File: src/rtl/mul_issue_ctrl.sv
// -----------------------------------------------------------------------------
// mul_issue_ctrl
//
// Issue/capture controller between the EX-stage operand path and an iterative
// multiplier. It accepts RV32M multiply requests (funct3 000-011) and latches
// their operands. The multiplier select stays stable for the whole operation,
// and the pipeline is stalled until the result is captured. After that the
// select is parked at 000 until the multiplier drops its ready level, so the
// multiplier always self-resets between operations. Each completed, unflushed
// operation produces a one-cycle writeback strobe.
//
// Optional feature: define MUL_ZERO_BYPASS_EN so that a request with a zero
// operand completes in IDLE without using the multiplier.
//
// Ports:
//   clk, rst_n            clock; synchronous active-low reset
//   req_valid/funct3/rs1/rs2/rd   request from EX (funct3[2]=1 is ignored)
//   flush                 kills any in-flight operation
//   stall                 combinational hold for IF/ID/EX
//   mul_sel, mul_a, mul_b registered select/operands to the multiplier
//                         (001..100 = mul/mulh/mulhsu/mulhu, 000 = idle)
//   mul_ready, mul_res    multiplier result-valid level and result
//   wb_valid, wb_rd, wb_data   one-cycle writeback strobe, held rd/data
// -----------------------------------------------------------------------------
module mul_issue_ctrl (
    input  logic        clk,
    input  logic        rst_n,
    input  logic        req_valid,
    input  logic [2:0]  req_funct3,
    input  logic [31:0] req_rs1,
    input  logic [31:0] req_rs2,
    input  logic [4:0]  req_rd,
    input  logic        flush,
    output logic        stall,
    output logic [2:0]  mul_sel,
    output logic [31:0] mul_a,
    output logic [31:0] mul_b,
    input  logic        mul_ready,
    input  logic [31:0] mul_res,
    output logic        wb_valid,
    output logic [4:0]  wb_rd,
    output logic [31:0] wb_data
);

    typedef enum logic [1:0] {
        IDLE  = 2'd0,
        ISSUE = 2'd1,
        WAIT  = 2'd2,
        DRAIN = 2'd3
    } state_t;

    state_t      state_q,    state_d;
    logic [2:0]  mul_sel_q,  mul_sel_d;
    logic [31:0] mul_a_q,    mul_a_d;
    logic [31:0] mul_b_q,    mul_b_d;
    logic        wb_valid_q, wb_valid_d;
    logic [4:0]  wb_rd_q,    wb_rd_d;
    logic [31:0] wb_data_q,  wb_data_d;

    logic req_mul;
    logic capture;
    logic bypass;

    always_comb begin
        req_mul = req_valid && !req_funct3[2];
        // A result is taken only in WAIT; flush on the same cycle wins.
        capture = (state_q == WAIT) && mul_ready && !flush;
`ifdef MUL_ZERO_BYPASS_EN
        bypass  = (state_q == IDLE) && req_mul && !flush &&
                  ((req_rs1 == 32'd0) || (req_rs2 == 32'd0));
`else
        bypass  = 1'b0;
`endif
        // Releasing stall on the capture cycle lets EX advance so the
        // writeback lands exactly one cycle later.
        stall   = req_mul && !capture && !bypass;
    end

    always_comb begin
        state_d    = state_q;
        mul_sel_d  = mul_sel_q;
        mul_a_d    = mul_a_q;
        mul_b_d    = mul_b_q;
        wb_valid_d = 1'b0;
        wb_rd_d    = wb_rd_q;
        wb_data_d  = wb_data_q;

        case (state_q)
            IDLE: begin
                mul_sel_d = 3'b000;
                if (bypass) begin
                    // Product of a zero operand is zero; never touch the multiplier.
                    wb_valid_d = 1'b1;
                    wb_rd_d    = req_rd;
                    wb_data_d  = 32'd0;
                end else if (req_mul && !flush) begin
                    mul_sel_d = 3'(req_funct3 + 3'd1);
                    mul_a_d   = req_rs1;
                    mul_b_d   = req_rs2;
                    wb_rd_d   = req_rd;
                    state_d   = ISSUE;
                end
            end
            ISSUE: begin
                if (flush) begin
                    mul_sel_d = 3'b000;
                    state_d   = DRAIN;
                end else begin
                    state_d   = WAIT;
                end
            end
            WAIT: begin
                if (flush) begin
                    mul_sel_d = 3'b000;
                    state_d   = DRAIN;
                end else if (mul_ready) begin
                    mul_sel_d  = 3'b000;
                    wb_valid_d = 1'b1;
                    wb_data_d  = mul_res;
                    state_d    = DRAIN;
                end
            end
            DRAIN: begin
                // Hold select at idle until the multiplier has dropped ready.
                mul_sel_d = 3'b000;
                if (!mul_ready) begin
                    state_d = IDLE;
                end
            end
            default: begin
                mul_sel_d = 3'b000;
                state_d   = IDLE;
            end
        endcase
    end

    // wb_rd is loaded at accept time; it only becomes visible meaning-wise
    // with the strobe, but it must not change between captures, so keep a
    // separate pending rd and commit it on capture.
    logic [4:0] pend_rd_q, pend_rd_d;

    always_comb begin
        pend_rd_d = pend_rd_q;
        if (state_q == IDLE && !bypass && req_mul && !flush) begin
            pend_rd_d = req_rd;
        end
    end

    logic [4:0] wb_rd_out_d;

    always_comb begin
        wb_rd_out_d = wb_rd_q;
        if (capture) begin
            wb_rd_out_d = pend_rd_q;
        end else if (bypass) begin
            wb_rd_out_d = req_rd;
        end
    end

    always_ff @(posedge clk) begin
        if (!rst_n) begin
            state_q    <= IDLE;
            mul_sel_q  <= 3'b000;
            mul_a_q    <= 32'd0;
            mul_b_q    <= 32'd0;
            wb_valid_q <= 1'b0;
            wb_rd_q    <= 5'd0;
            wb_data_q  <= 32'd0;
            pend_rd_q  <= 5'd0;
        end else begin
            state_q    <= state_d;
            mul_sel_q  <= mul_sel_d;
            mul_a_q    <= mul_a_d;
            mul_b_q    <= mul_b_d;
            wb_valid_q <= wb_valid_d;
            wb_rd_q    <= wb_rd_out_d;
            wb_data_q  <= wb_data_d;
            pend_rd_q  <= pend_rd_d;
        end
    end

    // wb_rd_d from the main block is superseded by the pending-rd path.
    logic unused_wb_rd;
    assign unused_wb_rd = ^wb_rd_d;

    assign mul_sel  = mul_sel_q;
    assign mul_a    = mul_a_q;
    assign mul_b    = mul_b_q;
    assign wb_valid = wb_valid_q;
    assign wb_rd    = wb_rd_q;
    assign wb_data  = wb_data_q;

endmodule

File: config.mk
export PLATFORM = sky130hd
export DESIGN_NAME = mul_issue_ctrl
export DESIGN_NICKNAME = d
export VERILOG_FILES = /design/src/rtl/mul_issue_ctrl.sv
export SDC_FILE = /design/constraint.sdc
export NUM_CORES = 1
export LEC_CHECK = 0
export BUFFER_PORTS_ARGS = -buffer_cell sky130_fd_sc_hd__buf_2
export CAP_MARGIN = 15
export CORE_UTILIZATION = 40
export DETAILED_ROUTE_END_ITERATION = 7
export GPL_ROUTABILITY_DRIVEN = 0
export PLACE_DENSITY = 0.8
export SETUP_SLACK_MARGIN = 0.3
export SLEW_MARGIN = 20
export SYNTH_ARGS = -nofsm -noshare
export SYNTH_HDL_FRONTEND = slang
export SYNTH_SLANG_ARGS = --single-unit
File: constraint.sdc
create_clock -name clk -period 1.6 [get_ports clk]
set_input_delay 0.32 -clock clk [delete_from_list [all_inputs] [get_ports clk]]
set_output_delay 0.32 -clock clk [all_outputs]
set_load 0.1 [all_outputs]
==> run metrics <==
cell area after synthesis=4114 um^2; TritonCTS clock tree=yes; RSZ-0062 raised after global routing=true; Routed Wire Length=just over 20 mm; initial antenna violation count=0; PD cells=between 900 and 1000 nW/um^2; vias post-DR=between 4000 and 5000; Yosys cell types=26; flop2flop setup slack=-230 ps; GR Layer Usage met2=48.90%; Mapped Nets=621; I/O pin cnt=215; top achievable clock speed=522.5 MHz; final hold violation count=0; Num CTS Buffers=9; Area after DPL=~5400 um^2; switching share of power=39.00%; crit path DAT=~1600 ps; DR iter-0 viols=about 130; WP depth=5; worst reg2reg path depth=10; hpwl dp=7.599 mm; failing checks=setup timing; diode count=0; Layout Nets=871; # port buffers=214; crit path kind=reg -> out; Final period util=119.6%; CTS Hold Bufs=0; met1 Use GR=27.83%; mux cell area share after synthesis=0.4866%; largest net degree at the start of global routing=56; die height=103.4 um; delay-heaviest family, CP=simple AND/OR/NAND/NOR gates; die area=10690 um^2; Setup crit end=stall; compound-cell area share of the yosys netlist=15.66%; vias in the first global route=4477; status=finished, violations left; DRC viols=0; clk slew on worst S/H paths=100 ps; FP Rows=36; clock root cell=clkbuf_8; Mapped Cells=506; Synth Warn #=0; main combinational cell family by area after synthesis=simple AND/OR/NAND/NOR gates; Worst EP required=1280 ps; Clock Power Share=21.5%; Skew-Pair Late Insertion Delay=380 ps; worst relative slew slack=76.09%; Post-Synth Adder-Cell Area=1.825%; final-report max-slew violation count=0; CP Capture Type=output pin; crit path from=state_q[0]$_SDFFE_PN0P_; CTS sink count=112; VDD IR max=0.7631 mV; initial core utilization=41.70%; Die W=between 100 and 150 um; gr ovfl total=0; placed instance count=~830; Crit Reg-Reg Startpoint=state_q[0]$_SDFFE_PN0P_; Layout fillers=389; Seq/Total Area, Yosys=a little over half; xor-xnor portion of the synthesized cell area=0%; First-pass DRT Iterations=5; final setup margin=-313.8 ps; clk buf depth=2; most frequent cells in the layout=buf_2, nand2_1, dfxtp_1, nand2_4, a21oi_2; vias per std cell=roughly 5.5; Mean Syn Cell Area=between 8 and 9 um^2; switching pwr=0.003231 W; Fin Setup TNS=-8048 ps; CP max-delay cell=dfxtp_4; FF-to-FF End=wb_data[22]$_SDFFE_PN0P_; first-pass GRT wire length=about 22 mm; power share of the combinational group=40.4%; most common cell after layout, fill and taps aside=buf_2; non-filler cells, final=between 800 and 900; final setup vio count=around 110; DR WL/cell=around 23 um; busiest grt layer=met2; Area Growth Syn to Fin=114.0%; kind of start point of the critical path=flop; CORE AREA=9864 um^2; design area=approximately 8800 um^2; Hold WS=145.0 ps; GR Util met3=roughly 5.3%; post-route ant nets=0; area share of and/or/nand/nor cells after synthesis=22.02%; CTS H-Tree Depth=3; Total GRT Usage=26.65%; crit-path max FO=2; P_int=0.005053 W; max-cap viol count=0; Worst Hold Class=in -> reg; share of layout cells above drive strength 1=slightly above 70%; #FFs+latches synth=112; leakage=about 3.7 nW; worst slew pin tran=358.6 ps; Buf/Inv on CP=2; minimum clock period=approximately 1900 ps; cells along the critical path=inv_4 -> ha_4 -> and3b_2 -> nor3b_4 -> buf_12; Flop pwr share=a little under two fifths; Final Skew=16.72 ps; fin util=89.26%; Max stage delay on crit path=between 300 and 400 ps
[stage by stage]
step / setup WS, ps / power (W)
floorplan: -445.7 / 0.004654
global placement: 63.57 / 0.005030
detailed placement: 50.89 / 0.005084
CTS: -291.5 / 0.007359
global route: -362.4 / 0.008487
finish: -313.8 / 0.008285
[state kept, by name, indices dropped and copies added (netlist names)]
signal,flops
mul_b,32
state_q,2
pend_rd_q,5
wb_data,32
mul_sel,3
wb_rd,5
mul_a,32
wb_valid,1
[worst min path at each step]
stage,start,endpoint,cells past startpoint
after global routing,req_funct3[0],mul_sel[0]$_SDFFE_PN0P_,2
after detailed placement,mul_b[10]$_SDFFE_PN0P_,mul_b[10]$_SDFFE_PN0P_,2
after CTS,req_funct3[0],mul_sel[0]$_SDFFE_PN0P_,2
final,req_funct3[0],mul_sel[0]$_SDFFE_PN0P_,2
after floorplan,req_funct3[0],mul_sel[0]$_SDFFE_PN0P_,1
after global placement,pend_rd_q[1]$_SDFFE_PN0P_,wb_rd[1]$_SDFFE_PN0P_,2
[Yosys cell counts]
cell type  instances  area, um^2
nand2b_1           1       6.260
inv_1              4       15.01
and4bb_1           1       12.51
ha_1               6       75.07
buf_4              7       52.55
and3b_1            1       8.760
buf_6              3       33.78
nor2_1             1       3.750
o21a_1             1       7.510
nand2_1          219       822.0
and3_1             1       6.260
o31ai_1            3       22.52
nor2b_1            2       12.51
o41ai_1            1       8.760
a21oi_2           10       87.58
nand4bb_1          1       11.26
inv_2              1       3.750
nand3b_1           1       7.510
clkbuf_1           7       26.28
dfxtp_1          112        2242
o221a_2            1       11.26
a21oi_1           96       480.5
buf_2             19       95.09
o2111ai_1          3       26.28
nor3b_1            2       15.01
mux2i_1            2       20.02
[cell families (layout without fill, tap and decap cells)]
logic type	after synthesis	count (layout)
AOI/OAI and AO/OA	115	115
buffers and inverters	41	296
and+or+nand+nor	230	230
DFF	112	112
adders and majority gates	6	6
muxes	2	2
[power by group through the flow]
| stage | Sequential, W | Clock [W] | Combinational [W] |
|---|---|---|---|
| global placement | 0.00311 | 0 | 0.00192 |
| finish | 0.00316 | 0.00178 | 0.00334 |
| floorplan | 0.00408 | 0 | 0.000578 |
| CTS | 0.00310 | 0.00174 | 0.00253 |
| global route | 0.00317 | 0.00189 | 0.00343 |
| detailed placement | 0.00312 | 0 | 0.00196 |
[repair_timing]
| action | in CTS | in global routing |
|---|---|---|
| buffers inserted | 12 | 10 |
| hold endpoints to repair | 0 | 0 |
| pin swaps | 29 | 67 |
| gates cloned | 12 | 19 |
| setup endpoints to repair | 215 | 191 |
| resized for setup | 359 | 308 |
[layer usage]
metal / up-vias / part of all wire (%)
li1: 2147 / -
met1: 2407 / 35
met2: 294 / 53
met3: 94 / 6.5
met4: 0 / 5.1
met5: - / 0
[layout make-up]
class | instances | area, um^2 | share of cell area (%)
Timing Repair Buffer | 275 | 3408 | 38.71
Multi-Input combinational cell | 353 | 2719 | 30.88
Sequential cell | 112 | 2288 | 25.99
Tap cell | 133 | 166.4 | 1.890
Clock buffer | 12 | 145.1 | 1.648
Clock inverter | 4 | 52.55 | 0.5968
Inverter | 5 | 25.02 | 0.2842
Note: power is estimated with default switching activity, not from simulation.
